File: config.mk
export PLATFORM = sky130hd
export DESIGN_NAME = seq_alu_flat
export DESIGN_NICKNAME = d
export VERILOG_FILES = /design/src/rtl/seq_alu_if.sv /design/src/rtl/seq_alu.sv /design/src/flat_wrapper.sv
export SDC_FILE = /design/constraint.sdc
export NUM_CORES = 1
export LEC_CHECK = 0
export CELL_PAD_IN_SITES_DETAIL_PLACEMENT = 1
export CELL_PAD_IN_SITES_GLOBAL_PLACEMENT = 2
export CORE_MARGIN = 5
export CORE_UTILIZATION = 38
export CTS_CLUSTER_DIAMETER = 200
export DETAILED_ROUTE_END_ITERATION = 16
export GPL_ROUTABILITY_DRIVEN = 0
export PLACE_DENSITY_LB_ADDON = 0.15
export SLEW_MARGIN = 20
export SYNTH_ARGS = -nofsm -noshare
export SYNTH_HDL_FRONTEND = slang
export SYNTH_SLANG_ARGS = --single-unit
File: constraint.sdc
create_clock -name Clk -period 6 [get_ports Clk]
set_input_delay 1.2 -clock Clk [delete_from_list [all_inputs] [get_ports Clk]]
set_output_delay 1.2 -clock Clk [all_outputs]
set_load 0.03 [all_outputs]
File: src/rtl/seq_alu_if.sv
// rtl/seq_alu_if.sv - Start/Done operation bus between the sequencer and seq_alu
interface seq_alu_if #(
    parameter int DataWidth = 8,
    parameter int FlagBits  = 4
);
    logic                 Start;
    logic [3:0]           FuncOp;
    logic [DataWidth-1:0] A;
    logic [DataWidth-1:0] B;
    logic [FlagBits-1:0]  IFlags;
    logic                 Busy;
    logic                 Done;
    logic [DataWidth-1:0] Y;
    logic [DataWidth-1:0] YHi;
    logic [FlagBits-1:0]  OFlags;

    modport master (
        output Start, FuncOp, A, B, IFlags,
        input  Busy, Done, Y, YHi, OFlags
    );

    modport slave (
        input  Start, FuncOp, A, B, IFlags,
        output Busy, Done, Y, YHi, OFlags
    );
endinterface

File: src/rtl/seq_alu.sv
// rtl/seq_alu.sv - clocked ALU with registered flags and iterative unsigned multiply/divide
module seq_alu #(
    parameter int DataWidth = 8,
    parameter int FlagBits  = 4
) (
    input  logic     Clk,
    input  logic     Reset_N,
    seq_alu_if.slave bus
);
    localparam int Msb  = DataWidth - 1;
    localparam int CntW = $clog2(DataWidth);
    localparam logic [CntW-1:0] LastCnt = CntW'(DataWidth - 1);

    localparam logic [3:0] OpAdd = 4'h0;
    localparam logic [3:0] OpSub = 4'h1;
    localparam logic [3:0] OpAnd = 4'h2;
    localparam logic [3:0] OpOr  = 4'h3;
    localparam logic [3:0] OpXor = 4'h4;
    localparam logic [3:0] OpSbc = 4'h5;
    localparam logic [3:0] OpShl = 4'h6;
    localparam logic [3:0] OpShr = 4'h7;
    localparam logic [3:0] OpAsr = 4'h8;
    localparam logic [3:0] OpRol = 4'h9;
    localparam logic [3:0] OpRor = 4'hA;
    localparam logic [3:0] OpMul = 4'hB;
    localparam logic [3:0] OpDiv = 4'hC;
    localparam logic [3:0] OpCmp = 4'hD;

    typedef enum logic [1:0] {
        StIdle,
        StCalc,
        StDone
    } state_t;

    state_t               state_q, state_d;
    logic [CntW-1:0]      cnt_q, cnt_d;
    logic                 is_div_q, is_div_d;
    logic [DataWidth-1:0] opnd_q, opnd_d;
    logic [DataWidth-1:0] hi_q, hi_d;
    logic [DataWidth-1:0] lo_q, lo_d;
    logic [DataWidth-1:0] y_q, y_d;
    logic [DataWidth-1:0] yhi_q, yhi_d;
    logic [FlagBits-1:0]  flags_q, flags_d;

    logic                 cin;
    logic [DataWidth-1:0] add_b;
    logic                 add_k;
    logic [DataWidth:0]   add_full;
    logic [DataWidth-1:0] s_y;
    logic                 s_c;
    logic                 s_v;
    logic [DataWidth:0]   mul_sum;
    logic [DataWidth:0]   div_sh;
    logic [DataWidth:0]   div_diff;
    logic [DataWidth-1:0] step_hi;
    logic [DataWidth-1:0] step_lo;

    function automatic logic [FlagBits-1:0] pack_flags(
        input logic [DataWidth-1:0] y,
        input logic                 c,
        input logic                 v
    );
        logic [FlagBits-1:0] f;
        f    = '0;
        f[3] = v;
        f[2] = y[Msb];
        f[1] = c;
        f[0] = (y == '0);
        return f;
    endfunction

    assign cin = bus.IFlags[1];

    // One adder serves ADD, SUB, SBC and CMP: A + (B or ~B) + k
    always_comb begin
        add_b = bus.B;
        add_k = cin;
        if (bus.FuncOp == OpSub || bus.FuncOp == OpCmp) begin
            add_b = ~bus.B;
            add_k = 1'b1;
        end else if (bus.FuncOp == OpSbc) begin
            add_b = ~bus.B;
        end
        add_full = {1'b0, bus.A} + {1'b0, add_b} + {{DataWidth{1'b0}}, add_k};
    end

    always_comb begin
        s_y = '0;
        s_c = 1'b0;
        s_v = 1'b0;
        case (bus.FuncOp)
            OpAdd: begin
                s_y = add_full[Msb:0];
                s_c = add_full[DataWidth];
                s_v = (bus.A[Msb] == bus.B[Msb]) && (s_y[Msb] != bus.A[Msb]);
            end
            OpSub, OpSbc, OpCmp: begin
                s_y = add_full[Msb:0];
                s_c = add_full[DataWidth];
                s_v = (bus.A[Msb] != bus.B[Msb]) && (s_y[Msb] != bus.A[Msb]);
            end
            OpAnd: s_y = bus.A & bus.B;
            OpOr:  s_y = bus.A | bus.B;
            OpXor: s_y = bus.A ^ bus.B;
            OpShl: begin
                s_y = {bus.A[Msb-1:0], 1'b0};
                s_c = bus.A[Msb];
            end
            OpShr: begin
                s_y = {1'b0, bus.A[Msb:1]};
                s_c = bus.A[0];
            end
            OpAsr: begin
                s_y = {bus.A[Msb], bus.A[Msb:1]};
                s_c = bus.A[0];
            end
            OpRol: begin
                s_y = {bus.A[Msb-1:0], cin};
                s_c = bus.A[Msb];
            end
            OpRor: begin
                s_y = {cin, bus.A[Msb:1]};
                s_c = bus.A[0];
            end
            default: ;
        endcase
    end

    // hi/lo form one double-width register: product accumulator for MUL,
    // remainder/quotient pair for restoring DIV
    always_comb begin
        mul_sum  = {1'b0, hi_q} + (lo_q[0] ? {1'b0, opnd_q} : '0);
        div_sh   = {hi_q, lo_q[Msb]};
        div_diff = div_sh - {1'b0, opnd_q};
        if (is_div_q) begin
            if (div_diff[DataWidth]) begin
                step_hi = div_sh[Msb:0];
                step_lo = {lo_q[Msb-1:0], 1'b0};
            end else begin
                step_hi = div_diff[Msb:0];
                step_lo = {lo_q[Msb-1:0], 1'b1};
            end
        end else begin
            step_hi = mul_sum[DataWidth:1];
            step_lo = {mul_sum[0], lo_q[Msb:1]};
        end
    end

    always_comb begin
        state_d  = state_q;
        cnt_d    = cnt_q;
        is_div_d = is_div_q;
        opnd_d   = opnd_q;
        hi_d     = hi_q;
        lo_d     = lo_q;
        y_d      = y_q;
        yhi_d    = yhi_q;
        flags_d  = flags_q;
        case (state_q)
            StCalc: begin
                hi_d  = step_hi;
                lo_d  = step_lo;
                cnt_d = cnt_q + 1'b1;
                if (cnt_q == LastCnt) begin
                    state_d = StDone;
                    y_d     = step_lo;
                    yhi_d   = step_hi;
                    flags_d = is_div_q ? pack_flags(step_lo, 1'b0, 1'b0)
                                       : pack_flags(step_lo, step_hi != '0, step_hi != '0);
                end
            end
            default: begin
                state_d = StIdle;
                if (bus.Start) begin
                    state_d = StDone;
                    case (bus.FuncOp)
                        OpMul: begin
                            state_d  = StCalc;
                            is_div_d = 1'b0;
                            opnd_d   = bus.A;
                            hi_d     = '0;
                            lo_d     = bus.B;
                            cnt_d    = '0;
                        end
                        OpDiv: begin
                            if (bus.B == '0) begin
                                y_d     = '1;
                                yhi_d   = bus.A;
                                flags_d = pack_flags('1, 1'b0, 1'b1);
                            end else begin
                                state_d  = StCalc;
                                is_div_d = 1'b1;
                                opnd_d   = bus.B;
                                hi_d     = '0;
                                lo_d     = bus.A;
                                cnt_d    = '0;
                            end
                        end
                        OpCmp: flags_d = pack_flags(s_y, s_c, s_v);
                        4'hE, 4'hF: begin
                            y_d   = '0;
                            yhi_d = '0;
                        end
                        default: begin
                            y_d     = s_y;
                            yhi_d   = '0;
                            flags_d = pack_flags(s_y, s_c, s_v);
                        end
                    endcase
                end
            end
        endcase
    end

    always_ff @(posedge Clk or negedge Reset_N) begin
        if (!Reset_N) begin
            state_q  <= StIdle;
            cnt_q    <= '0;
            is_div_q <= 1'b0;
            opnd_q   <= '0;
            hi_q     <= '0;
            lo_q     <= '0;
            y_q      <= '0;
            yhi_q    <= '0;
            flags_q  <= '0;
        end else begin
            state_q  <= state_d;
            cnt_q    <= cnt_d;
            is_div_q <= is_div_d;
            opnd_q   <= opnd_d;
            hi_q     <= hi_d;
            lo_q     <= lo_d;
            y_q      <= y_d;
            yhi_q    <= yhi_d;
            flags_q  <= flags_d;
        end
    end

    assign bus.Busy   = (state_q == StCalc);
    assign bus.Done   = (state_q == StDone);
    assign bus.Y      = y_q;
    assign bus.YHi    = yhi_q;
    assign bus.OFlags = flags_q;
endmodule
File: src/flat_wrapper.sv
// flat-port wrapper written by rule: the top's interface ports become plain ports
module seq_alu_flat 
#(
    parameter int DataWidth = 8,
    parameter int FlagBits  = 4
)
  (Clk, Reset_N, bus_Start, bus_FuncOp, bus_A, bus_B, bus_IFlags, bus_Busy, bus_Done, bus_Y, bus_YHi, bus_OFlags);
  seq_alu_if #(.DataWidth(DataWidth), .FlagBits(FlagBits)) bus_i ();
  input  logic Clk;
  input  logic Reset_N;
  input wire logic [$bits(bus_i.Start)-1:0] bus_Start;
  input wire logic [$bits(bus_i.FuncOp)-1:0] bus_FuncOp;
  input wire logic [$bits(bus_i.A)-1:0] bus_A;
  input wire logic [$bits(bus_i.B)-1:0] bus_B;
  input wire logic [$bits(bus_i.IFlags)-1:0] bus_IFlags;
  output wire logic [$bits(bus_i.Busy)-1:0] bus_Busy;
  output wire logic [$bits(bus_i.Done)-1:0] bus_Done;
  output wire logic [$bits(bus_i.Y)-1:0] bus_Y;
  output wire logic [$bits(bus_i.YHi)-1:0] bus_YHi;
  output wire logic [$bits(bus_i.OFlags)-1:0] bus_OFlags;
  assign bus_i.Start = bus_Start;
  assign bus_i.FuncOp = bus_FuncOp;
  assign bus_i.A = bus_A;
  assign bus_i.B = bus_B;
  assign bus_i.IFlags = bus_IFlags;
  assign bus_Busy = bus_i.Busy;
  assign bus_Done = bus_i.Done;
  assign bus_Y = bus_i.Y;
  assign bus_YHi = bus_i.YHi;
  assign bus_OFlags = bus_i.OFlags;
  seq_alu #(.DataWidth(DataWidth), .FlagBits(FlagBits)) u_core (.Clk(Clk), .Reset_N(Reset_N), .bus(bus_i));
endmodule
==> results of run 1 <==
[per-layer routing]
layer,vias to the layer above,wire (um)
met5,-,0
met4,0,464
met3,23,338
met2,72,7830
met1,2215,6660
li1,2132,-
[final timing paths]
kind                       cells after the start  slack (ns)                   startpoint                               end
max reg2reg                                   11        2.39   u_core.lo_q[7]$_DFFE_PN0P_     u_core.bus.YHi[5]$_DFFE_PN0P_
max in group asynchronous                      2        4.53                      Reset_N        u_core.hi_q[4]$_DFFE_PN0P_
max                                           15        1.26                bus_FuncOp[1]  u_core.bus.OFlags[0]$_DFFE_PN0P_
min                                            1        0.48  u_core.bus.Y[3]$_DFFE_PN0P_       u_core.bus.Y[3]$_DFFE_PN0P_
min in group asynchronous                      2        1.01                      Reset_N       u_core.bus.Y[5]$_DFFE_PN0P_
min reg2reg                                    1        0.48  u_core.bus.Y[3]$_DFFE_PN0P_       u_core.bus.Y[3]$_DFFE_PN0P_
[metrics by stage]
stage / std cells / setup slack, ns
after global placement: 741 / 0.942
after floorplan: 566 / 1.83
after global routing: 749 / 0.994
after detailed placement: 741 / 0.898
after CTS: 749 / 1.21
final: 749 / 1.26
[area by class of cell]
type,instances,area (um2)
tap,147,184
fill,1463,6590
inverter,34,128
clock buffer,5,125
multi-input combinational,454,3160
clock inverter,3,43.8
sequential,50,1250
timing repair buffer,56,528
[cell families (layout without fill, tap and decap cells)]
logic type,after synthesis,count (layout),synth area share [%]
flip-flops,50,50,26.9
AND/OR/NAND/NOR,189,189,20.0
buffers and inverters,62,98,5.19
adder cells (fa/ha/maj),45,45,12.8
AO/OA/AOI/OAI,175,175,25.7
XOR/XNOR,21,21,3.96
multiplexers,24,24,5.44
[registers in the layout, indices dropped and copies added (netlist names)]
register	count
u_core.bus.YHi	8
u_core.bus.Y	8
u_core.hi_q	8
u_core.lo_q	8
u_core.opnd_q	8
u_core.bus.OFlags	4
u_core.cnt_q	3
u_core.state_q	2
u_core.is_div_q	1
[synth_stat cells (all sizes together), types with 5 or more instances]
master and count:
a211oi 7, nor2 21, nor4 6, a22o 5, a21oi 32, or3 6
nand2 72, nand3 17, nor2b 15, o22a 5, clkbuf 19, buf 9
a221oi 6, o21ai 43, ha 41, and2 13, mux2 7, inv 33
nor3 15, a22oi 6, a31oi 7, mux2i 17, dfrtp 50, o211ai 10
nand2b 11, a21o 15, xnor2 17
[critical path, cell delays in order]
cell	delay, ns
clkdlybuf4s50_1	0.45
buf_4	0.21
nand2b_1	0.19
nand2b_1	0.49
xnor2_1	0.17
fa_1	0.48
inv_1	0.10
fa_1	0.23
nor2b_1	0.08
o31a_1	0.27
o21a_1	0.19
or3_1	0.31
a31o_2	0.26
nor2_1	0.18
a31o_2	0.17
[power breakdown]
| group | internal [W] | total, W | leakage, nW | switching (W) |
|---|---|---|---|---|
| sequential | 0.000429 | 0.000531 | 0.636 | 0.000102 |
| clock | 0.000198 | 0.000328 | 0.0842 | 0.000130 |
| combinational | 0.000416 | 0.000996 | 1.71 | 0.000580 |
==> flow_metrics.env, run 1 <==
export IMPL_status="finished, final reports clean"
export IMPL_worst_pin_slew_ns=1.13
export IMPL_numPortBuffers=45
export IMPL_route_detailed_drc=0
export IMPL_synth_top_area_cell="dfrtp_1"
export IMPL_rows=40
export IMPL_grt_use_met2_pct=39.5
export IMPL_grt_pass1_wl_um=25200
export IMPL_io_pins=49
export IMPL_peakVddDrop_mv=0.115
export IMPL_maxCapViolCount=0
export IMPL_cts_tree="done"
export IMPL_syn_nets=638
export IMPL_path_class="in2reg"
export IMPL_async_reset_ff_share_pct=100
export IMPL_hold_path_class="reg2reg"
export IMPL_cts_resized=0
export IMPL_power_w=0.00185
export IMPL_clkTransAtPathRegs_ns=0.07
export IMPL_ys_types=66
export IMPL_synth_top_area_share_pct=26.9
export IMPL_grt_max_degree=51
export IMPL_drtIter0Drc=208
export IMPL_die_area_mm2=0.0145
export IMPL_place_area_mm2=0.00525
export IMPL_cts_root_buf="clkbuf_16"
export IMPL_cts_sinks=50
export IMPL_syn2layout_area_growth_pct=16.6
export IMPL_die_y_um=121
export IMPL_fin_tns_setup_ns=0
export IMPL_clock_fmax_mhz=211
export IMPL_coreArea_mm2=0.0120
export IMPL_met3_usage_pct=1.87
export IMPL_htree_levels=2
export IMPL_fin_util_pct=45.1
export IMPL_grt_usage_pct=21.7
export IMPL_powerDensity_mw_per_mm2=342
export IMPL_arrival_ns=4.98
export IMPL_vias=4442
export IMPL_final_cell_mix="nand2_1, dfrtp_1, clkdlybuf4s50_1"
export IMPL_antenna_found_initial=0
export IMPL_clock_skew_ns=0.00763
export IMPL_clock_latency_ns=0.29
export IMPL_vias_per_cell=5.93
export IMPL_synth_seq_area_share_pct=26.9
export IMPL_grt_use_met1_pct=26.6
export IMPL_stdcell_area_mm2=0.00542
export IMPL_final_common_cell="nand2_1"
export IMPL_ys_flop_type="dfrtp_1"
export IMPL_synth_seq_cells=50
export IMPL_drive_gt1_share_pct=6.31
export IMPL_wirelength_um=15300
export IMPL_drtAntennaViolNets=0
export IMPL_syn_area_mm2=0.00465
export IMPL_num_antenna_cells=0
export IMPL_numCtsBuffers=5
export IMPL_hold_viol_final=0
export IMPL_cts_hold_buf=0
export IMPL_grt_pass1_vias=4766
export IMPL_required_ns=6.24
export IMPL_ys_warn_count=0
export IMPL_hpwl_um=12000
export IMPL_worst_setup_path_start_kind="input pin"
export IMPL_finalNetCount=673
export IMPL_synth_edf_count=0
export IMPL_first_pass_iters=4
export IMPL_hold_ws_ns=0.478
export IMPL_power_leakage_nw=2.43
export IMPL_die_w_um=121
export IMPL_synthCells=566
export IMPL_overflow=0
export IMPL_end_kind="flip-flop"
export IMPL_slew_headroom_pct=23.9
export IMPL_start_util_pct=38.7
export IMPL_rsz0062_at_grt="no"
export IMPL_routedWlPerCell_um=20.4
export IMPL_postSynthAreaPerCell_um2=8.21
export IMPL_fin_crit_sh_pct=79.1
export IMPL_post_cts_setup_buffers=0
export IMPL_final_min_clock_period_ns=4.74
export IMPL_yosys_top_cells_area="dfrtp_1, ha_1, nand2_1, o21ai_0, mux2i_1"
export IMPL_busiest_layer="met2"
export IMPL_clk_path_buf_depth=2
export IMPL_setup_viol=0
export IMPL_slew_viol_final=0
export IMPL_worstPathMaxFanout=17
Power figures use the tool's default switching activity.
==> run 2: changes to the inputs <==
--- a/config.mk
+++ b/config.mk
@@ -8,7 +8,7 @@
 export CELL_PAD_IN_SITES_DETAIL_PLACEMENT = 1
 export CELL_PAD_IN_SITES_GLOBAL_PLACEMENT = 2
 export CORE_MARGIN = 5
-export CORE_UTILIZATION = 38
+export CORE_UTILIZATION = 35
 export CTS_CLUSTER_DIAMETER = 200
 export DETAILED_ROUTE_END_ITERATION = 16
 export GPL_ROUTABILITY_DRIVEN = 0
==> constraint.sdc (replaced) <==
create_clock -name Clk -period 4.75 [get_ports Clk]
set_input_delay 0.95 -clock Clk [delete_from_list [all_inputs] [get_ports Clk]]
set_output_delay 0.95 -clock Clk [all_outputs]
set_load 0.03 [all_outputs]
==> flow_metrics.env, run 2 (synthesized netlist as in run 1, its figures left out) <==
export IMPL_status="finished, final reports clean"
export IMPL_final_min_clock_period_ns=4.11
export IMPL_first_pass_iters=5
export IMPL_clock_skew_ns=0.00929
export IMPL_cts_hold_buf=0
export IMPL_fin_tns_setup_ns=0
export IMPL_cts_tree="done"
export IMPL_powerDensity_mw_per_mm2=423
export IMPL_required_ns=4.95
export IMPL_hold_path_class="reg2reg"
export IMPL_cts_sinks=50
export IMPL_power_frac_clock_pct=15.9
export IMPL_post_cts_setup_buffers=0
export IMPL_routedWlPerCell_um=20.5
export IMPL_antenna_found_initial=0
export IMPL_pwr_share_comb_pct=55.3
export IMPL_clkTransAtPathRegs_ns=0.08
export IMPL_arrival_ns=4.31
export IMPL_die_y_um=125
export IMPL_route_detailed_drc=0
export IMPL_maxCapViolCount=0
export IMPL_overflow=0
export IMPL_drtIter0Drc=240
export IMPL_numCtsBuffers=5
export IMPL_path_class="in2reg"
export IMPL_slew_headroom_pct=39.0
export IMPL_clock_latency_ns=0.30
export IMPL_vias=4553
export IMPL_end_kind="flip-flop"
export IMPL_finalNetCount=689
export IMPL_cts_root_buf="clkbuf_16"
export IMPL_grt_pass1_vias=4810
export IMPL_grt_max_degree=51
export IMPL_drive_gt1_share_pct=8.74
export IMPL_hold_viol_final=0
export IMPL_io_pins=49
export IMPL_num_antenna_cells=0
export IMPL_cts_resized=0
export IMPL_rows=42
export IMPL_p_int_w=0.00129
export IMPL_slew_viol_final=0
export IMPL_final_common_cell="nand2_1"
export IMPL_htree_levels=2
export IMPL_worst_setup_path_start_kind="input pin"
export IMPL_drtAntennaViolNets=0
export IMPL_worstPathMaxFanout=4
export IMPL_syn2layout_area_growth_pct=19.5
export IMPL_switching_power_w=0.00106
export IMPL_wirelength_um=16300
export IMPL_rsz0062_at_grt="no"
export IMPL_clock_fmax_mhz=243
export IMPL_setup_viol=0
export IMPL_fin_util_pct=42.3
export IMPL_die_area_mm2=0.0157
export IMPL_fin_crit_sh_pct=86.5
export IMPL_swShare_pct=45.2
export IMPL_grt_pass1_wl_um=26400
export IMPL_power_leakage_nw=2.49
export IMPL_hpwl_um=12700
export IMPL_vias_per_cell=5.73
export IMPL_final_cell_mix="nand2_1, dfrtp_1, clkdlybuf4s50_1"
export IMPL_peakVddDrop_mv=0.160
export IMPL_numPortBuffers=45
export IMPL_start_util_pct=35.4
export IMPL_coreArea_mm2=0.0131
export IMPL_p_seq_share_pct=28.8
export IMPL_worst_pin_slew_ns=0.911
export IMPL_grt_usage_pct=20.9
export IMPL_clk_path_buf_depth=2
export IMPL_die_w_um=125
==> run 2: cell types whose count changed in the layout (fill, tap and decap cells not counted) <==
| cell | delta |
|---|---|
| buf_4 | +16 |
| clkinvlp_4 | +2 |
| bufinv_16 | -1 |
| clkinv_2 | -1 |
==> run 2: metrics by stage <==
stage	cell area [um2]	hold slack (ns)	std cells	power [W]	worst slack, ns
after floorplan	4650	0.464	566	0.00153	0.834
after global placement	5410	0.466	786	0.00194	0.354
after detailed placement	5410	0.469	786	0.00198	0.298
after CTS	5560	0.492	794	0.00237	0.608
after global routing	5560	0.516	794	0.00254	0.413
final	5560	0.488	794	0.00235	0.641
==> run 2: worst max-delay path, stage by stage <==
cell and delay (ns):
clkdlybuf4s50_1 0.41, nand2b_1 0.21, nand2b_1 0.21, xnor2_1 0.20, fa_1 0.30, inv_1 0.08, fa_1 0.42, xnor2_1 0.17
a22oi_1 0.14, nor2b_1 0.07, a221o_1 0.26, a211oi_1 0.49, a221oi_1 0.19, a21o_1 0.20
==> run 2: power groups by stage <==
stage                     clock [W]  combinational [W]  sequential [W]
after floorplan                   0           0.000829        0.000700
after global placement            0            0.00126        0.000677
after detailed placement          0            0.00129        0.000684
after CTS                  0.000384            0.00131        0.000677
after global routing       0.000401            0.00144        0.000697
final                      0.000373            0.00130        0.000677
==> run 2: final timing paths <==
| path | start | to | slack, ns | depth (start not counted) |
|---|---|---|---|---|
| max | bus_FuncOp[1] | u_core.bus.Y[2]$_DFFE_PN0P_ | 0.64 | 14 |
| min | u_core.bus.Y[1]$_DFFE_PN0P_ | u_core.bus.Y[1]$_DFFE_PN0P_ | 0.49 | 1 |
| max reg2reg | u_core.lo_q[7]$_DFFE_PN0P_ | u_core.bus.OFlags[1]$_DFFE_PN0P_ | 1.08 | 11 |
| min reg2reg | u_core.bus.Y[1]$_DFFE_PN0P_ | u_core.bus.Y[1]$_DFFE_PN0P_ | 0.49 | 1 |
| max in group asynchronous | Reset_N | u_core.hi_q[7]$_DFFE_PN0P_ | 3.54 | 2 |
| min in group asynchronous | Reset_N | u_core.bus.YHi[1]$_DFFE_PN0P_ | 0.76 | 2 |
==> run 2: per-layer routing <==
metal  vias up  global-route usage [%]  routed length, um
met4         0                    4.85                269
met1      2303                    27.8               7550
met2        71                    36.2               8120
met3        22                    2.64                378
li1       2157                       -                  -
met5         -                       0                  0
==> run 2: cell type report <==
type,count,area (um2)
clock inverter,3,23.8
multi-input combinational,454,3160
tap,176,220
clock buffer,5,125
fill,1599,7580
sequential,50,1250
timing repair buffer,72,648
inverter,34,128
